--- config.mk ---
export PLATFORM = sky130hd
export DESIGN_NAME = matrix_scan
export DESIGN_NICKNAME = d
export VERILOG_FILES = /design/src/rtl/matrix_pkg.sv /design/src/rtl/matrix_scan.sv
export SDC_FILE = /design/constraint.sdc
export NUM_CORES = 1
export LEC_CHECK = 0
export CAP_MARGIN = 20
export CORE_MARGIN = 3
export CORE_UTILIZATION = 35
export DETAILED_ROUTE_END_ITERATION = 7
export GPL_TIMING_DRIVEN = 0
export HOLD_SLACK_MARGIN = 0.02
export SYNTH_ARGS = -nofsm -noshare
export SYNTH_HDL_FRONTEND = slang
export SYNTH_SLANG_ARGS = --single-unit
--- constraint.sdc ---
create_clock -name clk -period 8.65 [get_ports clk]
set_input_delay 1.73 -clock clk [delete_from_list [all_inputs] [get_ports clk]]
set_output_delay 1.73 -clock clk [all_outputs]
set_load 0.005 [all_outputs]
--- src/rtl/matrix_pkg.sv ---
// Shared geometry and frame types for the 16x16 LED matrix.
// Used by the scanner and by the bird/game logic that renders frames.
package matrix_pkg;

    localparam int ROWS  = 16;
    localparam int COLS  = 16;
    localparam int ROW_W = $clog2(ROWS);

    typedef logic [ROWS-1:0][COLS-1:0] frame_t;
    typedef logic [COLS-1:0]           col_t;
    typedef logic [ROWS-1:0]           rowsel_t;
    typedef logic [ROW_W-1:0]          row_idx_t;

    function automatic rowsel_t onehot_row(input row_idx_t idx);
        onehot_row = rowsel_t'(1) << idx;
    endfunction

endpackage

--- src/rtl/matrix_scan.sv ---
// Row-multiplexed scanner for the 16x16 LED matrix with per-row blanking
// and a tear-free frame buffer refreshed once per frame.
module matrix_scan
    import matrix_pkg::*;
#(
    parameter int TICKS_PER_ROW = 1000,
    parameter int BLANK_TICKS   = 2
) (
    input  logic    clk,
    input  logic    rst,
    input  logic    en,
    input  frame_t  red,
    output rowsel_t row_en,
    output col_t    col,
    output logic    frame_done
);

    if (TICKS_PER_ROW < 2) begin : g_bad_ticks
        $error("matrix_scan: TICKS_PER_ROW must be >= 2");
    end

    if (BLANK_TICKS < 0 || BLANK_TICKS >= TICKS_PER_ROW) begin : g_bad_blank
        $error("matrix_scan: BLANK_TICKS must be in 0..TICKS_PER_ROW-1");
    end

    localparam int TW = (TICKS_PER_ROW > 2) ? $clog2(TICKS_PER_ROW) : 1;

    localparam logic [TW-1:0] LAST_TICK = TW'(TICKS_PER_ROW - 1);
    localparam logic [TW-1:0] BLANK_END = TW'(BLANK_TICKS);
    localparam row_idx_t      LAST_ROW  = row_idx_t'(ROWS - 1);
    localparam logic          HAS_BLANK = (BLANK_TICKS > 0);

    typedef enum logic {
        ST_BLANK,
        ST_DRIVE
    } state_e;

    state_e        r_state;
    state_e        w_state_nxt;
    logic [TW-1:0] r_tick;
    logic [TW-1:0] w_tick_nxt;
    row_idx_t      r_row;
    row_idx_t      w_row_nxt;
    frame_t        r_buf;
    frame_t        w_buf_nxt;
    rowsel_t       r_row_en;
    rowsel_t       w_row_en_nxt;
    col_t          r_col;
    logic          r_frame_done;
    logic          w_fd_nxt;
    logic          w_row_end;
    logic          w_snap;

    assign w_row_end = (r_tick == LAST_TICK);
    assign w_snap    = en && w_row_end && (r_row == LAST_ROW);

    // Outputs are registered from the post-edge state so that row_en/col
    // line up with the tick the scanner is actually in.
    always_comb begin
        w_state_nxt  = r_state;
        w_tick_nxt   = r_tick;
        w_row_nxt    = r_row;
        w_buf_nxt    = r_buf;
        w_row_en_nxt = '0;
        w_fd_nxt     = 1'b0;

        if (en) begin
            if (w_row_end) begin
                w_tick_nxt  = '0;
                w_row_nxt   = r_row + 1'b1;
                w_state_nxt = HAS_BLANK ? ST_BLANK : ST_DRIVE;
            end else begin
                w_tick_nxt = r_tick + 1'b1;
                unique case (r_state)
                    ST_BLANK: begin
                        if (!HAS_BLANK || w_tick_nxt == BLANK_END) begin
                            w_state_nxt = ST_DRIVE;
                        end
                    end
                    ST_DRIVE: w_state_nxt = ST_DRIVE;
                    default:  w_state_nxt = ST_BLANK;
                endcase
            end

            if (w_snap) begin
                w_buf_nxt = red;
            end

            if (w_state_nxt == ST_DRIVE) begin
                w_row_en_nxt = onehot_row(w_row_nxt);
            end

            w_fd_nxt = (w_tick_nxt == LAST_TICK) && (w_row_nxt == LAST_ROW);
        end
    end

    always_ff @(posedge clk) begin
        if (rst) begin
            r_state      <= ST_BLANK;
            r_tick       <= '0;
            r_row        <= '0;
            r_buf        <= '0;
            r_row_en     <= '0;
            r_col        <= '0;
            r_frame_done <= 1'b0;
        end else begin
            r_state      <= w_state_nxt;
            r_tick       <= w_tick_nxt;
            r_row        <= w_row_nxt;
            r_buf        <= w_buf_nxt;
            r_row_en     <= w_row_en_nxt;
            r_col        <= w_buf_nxt[w_row_nxt];
            r_frame_done <= w_fd_nxt;
        end
    end

    assign row_en     = r_row_en;
    assign col        = r_col;
    assign frame_done = r_frame_done;

endmodule

==> flow_summary.json <==
{
  "dp.cells": 2739,
  "holdBufCountCts": 0,
  "synth-compound-area-share_pct": 14.7,
  "ant_nets": 0,
  "crit_start": "en",
  "synth_area_per_cell_um2": 7.91,
  "yosys.area.top_type": "dfxtp_1",
  "antenna_found_initial": 0,
  "synthMuxAreaShare_pct": 18.1,
  "power.density_mw_per_mm2": 159,
  "rows": 75,
  "cp_slowest_cell": "nor2_1",
  "critPathTopFamily": "simple AND/OR/NAND/NOR gates",
  "reg2reg_from": "r_tick[0]$_SDFFE_PP0P_",
  "num-nets-final": 2505,
  "crit_arrival_ps": 5970,
  "cpMostUsedCell": "nand4_1",
  "min_from": "r_buf[199]$_SDFF_PP0_",
  "criticalPathCategory": "in2reg",
  "overflow": 0,
  "die_h_um": 214,
  "path_cells": "clkdlybuf4s50_1 -> nand4_1 -> nor3_1 -> nand2_1 -> nor2_1 -> buf_2 -> clkbuf_1 -> nand3_1 -> a32oi_1 -> nand4_1",
  "start_util_pct": 35.7,
  "num_vias": 15501,
  "diodes": 0,
  "portBuffers": 290,
  "endpoint_kind": "flip-flop",
  "synth_cell_types": 48,
  "period_minus_slack_ps": 5630,
  "cts_tree": "done",
  "synth_cells": 1908,
  "synth_top_family_by_area": "simple AND/OR/NAND/NOR gates",
  "grt_pass1_vias": 14920,
  "whs_path_depth": 2,
  "drtPass1Iterations": 7,
  "ios": 292,
  "final_hold_viol_count": 0,
  "synth_xor_xnor_area_share_pct": 0.813,
  "worstMarginPinSlew_ps": 1060,
  "status": "finished, final reports clean",
  "synth_edf_count": 0,
  "syn_nets": 2170,
  "drv_cap": 0,
  "numCtsBuffers": 36,
  "finalNonFillerCells": 2808,
  "grt_max_degree": 13,
  "r2r_setup_slack_ps": 3570,
  "die_area_mm2": 0.0456,
  "critPathRequiredTime_ps": 9000,
  "hold_class": "reg2reg",
  "vias_per_cell": 5.52,
  "area_growth_pct": 32.2,
  "maxSlewViolCount": 0,
  "yosysMostFrequentCell": "nand2_1",
  "cts-root-buf": "clkbuf_16",
  "startpoint_type": "primary input",
  "ys_warn_count": 0,
  "clock_latency_ps": 540,
  "fin_skew_ps": 15.2,
  "place_area_mm2": 0.0187,
  "first_iter_violations": 1332,
  "synthFlopType": "dfxtp_1",
  "wl_um": 63200,
  "synth-simple-area-share_pct": 21.1,
  "worst-path-buf-inv": 3,
  "routedWlPerCell_um": 22.5,
  "drc": 0,
  "synthTopCellsByArea": "dfxtp_1 (40%), nand2_1 (16%), mux2i_1 (15%)",
  "die_x_um": 214,
  "drive_above_1_share_pct": 6.17,
  "grt_pass1_wl_um": 91400,
  "rsz0062_at_grt": "false",
  "crit_fanout": 10,
  "critPathMaxStageDelay_ps": 860,
  "ys_seq_area_share_pct": 40.3,
  "p_leak_uw": 0.00752,
  "r2r-end": "col[14]$_SDFF_PP0_",
  "vdd_drop_max_mv": 0.101,
  "post_synth_fa_ha_maj_area_fraction_pct": 0.249,
  "fin_setup_tns_ps": 0,
  "cts_resized": 0,
  "cts.clk_slew.worst_paths_ps": 60,
  "fmax_mhz": 178,
  "stdcell_area_mm2": 0.0199,
  "relSlewSlack_pct": 29.4,
  "post_cts_buffers": 0,
  "min_to": "r_buf[199]$_SDFF_PP0_",
  "setup_viol_count_final": 0,
  "synth_async_sr_flop_share_pct": 0,
  "track_usage_pct": 26.7,
  "clockBufferDepth": 3,
  "cts.sink_count": 304,
  "period_share_pct": 65.0,
  "ys_ff_latch": 304,
  "floorplan.core_area_mm2": 0.0422,
  "rr_worst_depth": 12,
  "synth_commonest_cells": "nand2_1 (635), dfxtp_1 (304), a21oi_1 (270)",
  "gp_congestion": 0.946,
  "netlist_area_mm2": 0.0151,
  "place_hpwl_um": 48700,
  "htreeDepth": 2,
  "synth_top_area_share_pct": 40.3
}
## per-stage QoR
step,setup WS [ps],hold slack (ps),utilization (%),power [uW]
after detailed placement,2640,443,44.3,1650
after global placement,2090,434,44.2,1650
after CTS,3180,451,47.1,3190
after floorplan,4790,428,-,1470
after global routing,2950,463,47.2,3260
final,3020,449,47.2,3180
## worst max path at each step
stage / endpoint / slack [ps] / cells past startpoint
floorplan: col[0]$_SDFF_PP0_ / 4790 / 12
global route: col[12]$_SDFF_PP0_ / 2950 / 10
global placement: col[7]$_SDFF_PP0_ / 2090 / 8
CTS: col[12]$_SDFF_PP0_ / 3180 / 10
detailed placement: col[12]$_SDFF_PP0_ / 2640 / 10
finish: col[14]$_SDFF_PP0_ / 3020 / 10
## cells in the final DEF, fill, tap and decap left out, types with 6 or more instances in the layout
cell / n
buf_1: 9
buf_4: 7
o21ai_0: 21
or3_1: 6
nand3_1: 50
buf_2: 45
clkbuf_8: 14
nand2_1: 635
nand4_1: 21
and3_1: 6
a21boi_0: 11
mux4_2: 18
a211oi_1: 19
nor4_1: 8
clkbuf_1: 98
a21oi_1: 270
a22oi_1: 21
xnor2_1: 7
clkdlybuf4s50_1: 290
nor3_1: 12
clkbuf_16: 37
mux2i_1: 231
a32oi_1: 20
nor2_1: 44
xor2_1: 7
dfxtp_1: 304
## where the power goes
group / total, uW / leakage [uW] / switching [uW] / internal (uW)
Combinational: 218 / 0.00447 / 97.2 / 121
Clock: 1560 / 0.000599 / 624 / 935
Sequential: 1400 / 0.00245 / 1.36 / 1400
## worst register-to-register path, stage by stage, from the launching register on
cell and delay [ps]:
dfxtp_1 450, ha_1 190, clkbuf_1 280, nand3_1 190, clkbuf_1 290, nor3_1 540, nand2_1 240, nor2_1 860
buf_2 500, clkbuf_1 480, nand3_1 150, a32oi_1 470, nand4_1 260
## cells by family (layout without fill, tap and decap cells)
| kind of cell | after synthesis | count (layout) |
|---|---|---|
| and+or+nand+nor | 791 | 791 |
| AOI/OAI and AO/OA | 386 | 386 |
| xor gates and xnor gates | 14 | 14 |
| muxes | 250 | 250 |
| adders and majority gates | 3 | 3 |
| buffers and inverters | 160 | 521 |
| DFF | 304 | 304 |
## layer usage
metal  vias to the layer above  GRT usage, %  part of all wire, %
li1                       7226             -                    -
met1                      7420          35.9                   43
met2                       728          43.0                   46
met3                       127          4.55                  7.5
met4                         0          10.4                  4.1
met5                         -             0                    0
## cell type report
type / instances / area, um2
clock buffers: 57 / 1140
plain buffers: 155 / 696
well taps: 539 / 674
fillers: 4169 / 22300
multi-input cells: 1444 / 8300
repair buffers: 297 / 2960
flip-flops and latches: 304 / 6090
inverters: 5 / 18.8
clock inverters: 7 / 70.1
## state kept, by name, summed over array words and instances (netlist names)
name        count
r_state         1
r_buf         256
r_row           4
row_en         16
frame_done      1
r_tick         10
col            16
(Power assumes the default switching activity.)
